File: src/rtl/wb_cmd_sequencer.sv
// Queues Wishbone-style commands in a small FIFO and replays them one at a time
// through a start/active master handshake, returning one held response per command.
module wb_cmd_sequencer #(
  parameter int dw      = 32,
  parameter int aw      = 32,
  parameter int DEPTH   = 4,
  parameter int TIMEOUT = 255
) (
  input  logic          wb_clk,
  input  logic          wb_rst_n,
  input  logic          cmd_valid,
  output logic          cmd_ready,
  input  logic          cmd_write,
  input  logic [aw-1:0] cmd_addr,
  input  logic [3:0]    cmd_sel,
  input  logic [dw-1:0] cmd_data,
  output logic          mst_start,
  output logic [aw-1:0] mst_address,
  output logic [3:0]    mst_selection,
  output logic          mst_write,
  output logic [dw-1:0] mst_data_wr,
  input  logic          mst_active,
  input  logic [dw-1:0] mst_data_rd,
  output logic          rsp_valid,
  input  logic          rsp_ready,
  output logic [dw-1:0] rsp_data,
  output logic          rsp_write,
  output logic          rsp_timeout,
  output logic          busy
);

  localparam int PW = $clog2(DEPTH);
  localparam int CW = $clog2(DEPTH + 1);
  localparam int EW = 1 + aw + 4 + dw;
  localparam logic [CW-1:0] FULL_CNT = CW'(DEPTH);
  localparam logic [15:0]   TMO_LAST = 16'(TIMEOUT - 1);

  typedef enum logic [1:0] {IDLE, ISSUE, WAIT, RESP} state_t;

  state_t        state;
  logic [EW-1:0] fifo_mem [DEPTH];
  logic [PW-1:0] wr_ptr;
  logic [PW-1:0] rd_ptr;
  logic [CW-1:0] count;
  logic [15:0]   tmo_cnt;
  logic          fifo_full;
  logic          fifo_empty;
  logic          push;
  logic          pop;
  logic [EW-1:0] head;

  assign fifo_full  = (count == FULL_CNT);
  assign fifo_empty = (count == '0);
  assign pop        = (state == IDLE) && !fifo_empty && !mst_active;
  // A full FIFO still takes a command in the cycle its head is popped.
  assign cmd_ready  = !fifo_full || pop;
  assign push       = cmd_valid && cmd_ready;
  assign head       = fifo_mem[rd_ptr];
  assign busy       = !fifo_empty || (state != IDLE);

  // Command storage: payload only, pointers below qualify it
  always_ff @(posedge wb_clk) begin
    if (push) begin
      fifo_mem[wr_ptr] <= {cmd_write, cmd_addr, cmd_sel, cmd_data};
    end
  end

  // FIFO pointers and occupancy
  always_ff @(posedge wb_clk) begin
    if (!wb_rst_n) begin
      wr_ptr <= '0;
      rd_ptr <= '0;
      count  <= '0;
    end else begin
      if (push) begin
        wr_ptr <= wr_ptr + PW'(1);
      end
      if (pop) begin
        rd_ptr <= rd_ptr + PW'(1);
      end
      case ({push, pop})
        2'b10:   count <= count + CW'(1);
        2'b01:   count <= count - CW'(1);
        default: count <= count;
      endcase
    end
  end

  // Transaction sequencer with registered master and response outputs
  always_ff @(posedge wb_clk) begin
    if (!wb_rst_n) begin
      state         <= IDLE;
      tmo_cnt       <= '0;
      mst_start     <= 1'b0;
      mst_address   <= '0;
      mst_selection <= '0;
      mst_write     <= 1'b0;
      mst_data_wr   <= '0;
      rsp_valid     <= 1'b0;
      rsp_data      <= '0;
      rsp_write     <= 1'b0;
      rsp_timeout   <= 1'b0;
    end else begin
      case (state)
        IDLE: begin
          if (pop) begin
            {mst_write, mst_address, mst_selection, mst_data_wr} <= head;
            mst_start <= 1'b1;
            state     <= ISSUE;
          end
        end
        ISSUE: begin
          mst_start <= 1'b0;
          tmo_cnt   <= '0;
          state     <= WAIT;
        end
        WAIT: begin
          // The master may not have raised active yet in the first WAIT cycle.
          if ((tmo_cnt != 16'd0) && !mst_active) begin
            rsp_valid     <= 1'b1;
            rsp_data      <= mst_write ? '0 : mst_data_rd;
            rsp_write     <= mst_write;
            rsp_timeout   <= 1'b0;
            mst_address   <= '0;
            mst_selection <= '0;
            mst_write     <= 1'b0;
            mst_data_wr   <= '0;
            state         <= RESP;
          end else if (tmo_cnt == TMO_LAST) begin
            rsp_valid     <= 1'b1;
            rsp_data      <= '0;
            rsp_write     <= mst_write;
            rsp_timeout   <= 1'b1;
            mst_address   <= '0;
            mst_selection <= '0;
            mst_write     <= 1'b0;
            mst_data_wr   <= '0;
            state         <= RESP;
          end else begin
            tmo_cnt <= tmo_cnt + 16'd1;
          end
        end
        RESP: begin
          if (rsp_ready) begin
            rsp_valid   <= 1'b0;
            rsp_data    <= '0;
            rsp_write   <= 1'b0;
            rsp_timeout <= 1'b0;
            state       <= IDLE;
          end
        end
        default: state <= IDLE;
      endcase
    end
  end

endmodule

File: config.mk
export PLATFORM = sky130hd
export DESIGN_NAME = wb_cmd_sequencer
export DESIGN_NICKNAME = d
export VERILOG_FILES = /design/src/rtl/wb_cmd_sequencer.sv
export SDC_FILE = /design/constraint.sdc
export NUM_CORES = 1
export LEC_CHECK = 0
export CAP_MARGIN = 20
export CELL_PAD_IN_SITES_DETAIL_PLACEMENT = 1
export CELL_PAD_IN_SITES_GLOBAL_PLACEMENT = 2
export CORE_ASPECT_RATIO = 0.8
export CORE_UTILIZATION = 40
export DETAILED_ROUTE_END_ITERATION = 12
export PLACE_DENSITY_LB_ADDON = 0.1
export RECOVER_POWER = 100
export SYNTH_ARGS = -nofsm -noshare
export SYNTH_HDL_FRONTEND = slang
export SYNTH_SLANG_ARGS = --single-unit
export TNS_END_PERCENT = 1
File: constraint.sdc
create_clock -name wb_clk -period 9.8 [get_ports wb_clk]
set_input_delay 2.45 -clock wb_clk [delete_from_list [all_inputs] [get_ports wb_clk]]
set_output_delay 2.45 -clock wb_clk [all_outputs]
set_load 0.01 [all_outputs]
==> results.txt <==
----------------------------------------------------
[Synth]
  Cell taking the most area after synthesis ... sky130_fd_sc_hd__edfxtp_1
  Number of different library cells in the post-synthesis netlist ... 50
  Post-Syn Nets ... 1,073
  Most numerous cell types in the synthesized netlist ... sky130_fd_sc_hd__edfxtp_1, sky130_fd_sc_hd__dfxtp_1, sky130_fd_sc_hd__nand2_1
  Leading cell types by total area after synthesis ... sky130_fd_sc_hd__edfxtp_1, sky130_fd_sc_hd__dfxtp_1, sky130_fd_sc_hd__mux4_2
  Cell with the most instances after synthesis ... sky130_fd_sc_hd__edfxtp_1
  Average instance area after synthesis ... 15.8 sq um
  Post-synth top flop ... sky130_fd_sc_hd__edfxtp_1
  Syn Std Cell Area ... approximately 15,000 sq um
  Fraction of synthesis flops using an asynchronous set or reset pin ... 0%
  Synthesized instance count ... 954
  Proportion of synthesized chip area in sequential cells ... 72.3%
  Count of state elements after synthesis ... ~400
  Warnings from Yosys ... 0
  Share of Yosys cell area claimed by the top area cell type ... 54.8%
  Number of synthesized flops with an enable pin ... roughly 280

[Clock network]
  Clock tree from TritonCTS ... built
  Number of H-tree branching levels ... 2
  Worst-skew pair later-pin latency ... 0.55 ns
  Setup Fix Bufs, Post-CTS ... 0
  Number of buffers inserted by hold repair at cts ... 0
  CTS-repair resized insts ... 0
  Clock-pin slew on the worst setup and hold paths ... 0.06 ns
  Clock buffer count from CTS ... 43
  Longest Clk Path Bufs ... 3
  Clock root buffer master ... sky130_fd_sc_hd__clkbuf_16
  Sink Count ... 408

[Worst setup path]
  Cell with the largest stage delay on the worst path ... sky130_fd_sc_hd__o22ai_1
  Required @ worst endpoint ... between 10 and 15 ns
  Category of the worst setup path launch point ... input port
  Crit path capture type ... register
  Critical path start-end classification ... in2reg
  Signal arrival time at the worst endpoint ... just under 8 ns
  CP cell instances ... dlygate4sd3_1, nand2b_1, nor2_1, o22ai_1, clkbuf_1, clkbuf_2, o21ai_0
  Number of cell instances on the worst register-to-register path ... 9
  Slowest cell delay on critical path ... 1.44 ns
  Largest fanout of any net on the critical path ... 70

[Routing]
  Violation count after the first detailed-routing iteration ... ~460
  First-pass iteration count of the detailed router ... 5
  DRT Wirelength ... 35,000 um
  Via count of the routed design ... between 8,000 and 9,000
  DR vias/cell ... 5.22
  Post-DR wirelength/cell ... 20.7 um
  Detailed-route DRC error count ... 0
  Post-DRT Antenna Nets ... 0

[Layout]
  Area of all placed cells without fillers ... 19,100 sq um
  Share of the core filled with cells in the final layout ... 51.5%
  Area growth from synthesis to final layout ... 26.6%
  Nets ... 1,283
  Post-layout instance count excluding filler cells ... 1,689
  Share of final-layout standard cells stronger than drive strength 1 ... 12.8%

[STA]
  Max-slew violations ... 180
  Final count of negative-setup-slack endpoints ... 0
  Achievable Freq ... between 0.1 and 0.15 GHz
  Setup skew after layout ... 0.0121 ns
  Post-route clock period utilization ... 75.3%
  Clock period minus final worst setup slack ... 7.38 ns
  Total negative setup slack ... 0 ns
  Slew at the pin closest to its max-slew limit ... 1.90 ns
  Setup repair after global routing missed its margin ... false
  Headroom to the max-slew limit ... -26.6%
  Final hold violation count ... 0
  Minimum setup slack in the final design ... 2.42 ns

[Power]
  VDD IR-drop max ... 0.160 mV
  Power density relative to cell area ... around 250 nW/um^2
  Total leakage power ... 6.66 nW

[Place]
  PortBufs ... 212
  Cell area after placement ... 17,700 sq um
  Placed Instances ... 1,605
  Final HPWL from detailed placement ... between 20,000 and 25,000 um
  Worst-case setup slack after placement ... 3.46 ns
  RD Place Congestion ... approximately 0.71

[Floorplan]
  Height of the die ... 176 um
  Number of core rows ... 63
  CORE AREA ... 37,100 sq um
  Initial core utilization ... between 40% and 50%
  Area of the die ... around 39,000 sq um
  Die boundary width ... 219 um
  Number of ports placed on the die boundary ... roughly 210

[GRT]
  Number of antenna violations at the first check in global routing ... 8
  Most Used Layer, Global Route ... met2
  GRT met2 Usage ... 30.1%
  Overall routing resource usage ... 18.4%
  Gr ovfl total ... 0
  Routing usage on met1 ... 24.5%
  Grt met3 use ... 4.80%
  Largest net degree at the start of global routing ... 87
  First-pass GRT wire length ... 54,100 um
  Number of global-route vias before repair ... 9,217

[Worst hold path]
  Worst hold-check path type ... reg2reg
  Number of instances on the worst hold path ... 2

[Run]
  Max-Cap Viols ... 7

[Status]
  Failing checks ... max-capacitance violations, max-slew violations
  Run status ... finished with violations

----------------------------------------------------
[metrics by stage]
| step | hold WS (ns) | total power, mW |
|---|---|---|
| after global routing | 0.481 | 5.13 |
| after floorplan | 0.466 | 2.90 |
| after CTS | 0.464 | 5.03 |
| final | 0.460 | 4.87 |
| after global placement | 0.445 | 3.36 |
| after detailed placement | 0.455 | 3.37 |
[flip-flops by register name, indices dropped and copies added (netlist names), 2 cells and up, named ones only]
register,flops
fifo_mem,276
mst_address,32
mst_data_wr,32
rsp_data,32
tmo_cnt,16
mst_selection,4
count,3
rd_ptr,2
state,2
wr_ptr,2
[critical path: cells and delay by family]
kind / cells / cell delay [ns]
AOI/OAI and AO/OA: 2 / 1.71
buffers and inverters: 3 / 3.10
and+or+nand+nor: 2 / 0.43
[metal layers]
layer  routed length (um)  up-vias
met5                   63        -
met4                  583       10
met3                 2220       56
met2                16500      212
met1                15600     4438
li1                     -     4094
[area by class of cell]
type	instances	area, sq um
repair buffers	226	2230
fillers	3557	18000
clock buffers	59	1210
inverters	16	60.1
multi-input cells	469	3870
diodes	4	10.0
flip-flops and latches	408	10900
clock inverters	20	210
well taps	487	609
[cells by family (layout without fill, tap and decap cells)]
kind of cell	after synthesis	after routing	synth area share (%)
flip-flops	408	408	72.3
AND/OR/NAND/NOR	230	230	7.24
AO/OA/AOI/OAI	145	145	6.19
buffers and inverters	77	321	2.16
multiplexers	72	72	10.5
adder cells (fa/ha/maj)	13	13	1.13
XOR/XNOR	9	9	0.521
other	0	4	0
[where the power goes]
part	switching [mW]	internal, mW	total, mW
sequential	0.128	2.07	2.20
clock	0.657	0.971	1.63
combinational	0.552	0.483	1.03
total	1.34	3.53	4.87
[path summary, 6_finish.rpt]
kind / start / to / slack (ns)
max: mst_active / mst_address[0] / 2.42
min: rsp_write / rsp_write / 0.46
max reg2reg: tmo_cnt[0] / mst_address[0] / 3.97
min reg2reg: rsp_write / rsp_write / 0.46
[placed cells by master (no fill, tap or decap), types with 5 or more instances in the layout]
master                              n
sky130_fd_sc_hd__edfxtp_1         276
sky130_fd_sc_hd__dlygate4sd3_1    177
sky130_fd_sc_hd__dfxtp_1          130
sky130_fd_sc_hd__nand2_1           90
sky130_fd_sc_hd__nand3_1           76
sky130_fd_sc_hd__o21ai_0           75
sky130_fd_sc_hd__mux4_2            69
sky130_fd_sc_hd__clkbuf_16         45
sky130_fd_sc_hd__clkdlybuf4s50_1   34
sky130_fd_sc_hd__a22o_1            32
sky130_fd_sc_hd__inv_1             16
sky130_fd_sc_hd__nor2_1            14
sky130_fd_sc_hd__clkbuf_1          14
sky130_fd_sc_hd__a21oi_1           13
sky130_fd_sc_hd__ha_1              12
sky130_fd_sc_hd__buf_4             10
sky130_fd_sc_hd__and2_0             9
sky130_fd_sc_hd__clkinv_2           7
sky130_fd_sc_hd__nand4_1            6
sky130_fd_sc_hd__xnor2_1            6
sky130_fd_sc_hd__clkinv_1           6
sky130_fd_sc_hd__nor3_1             5
sky130_fd_sc_hd__nor4_1             5
No activity file was read; power rests on OpenSTA's default activity.
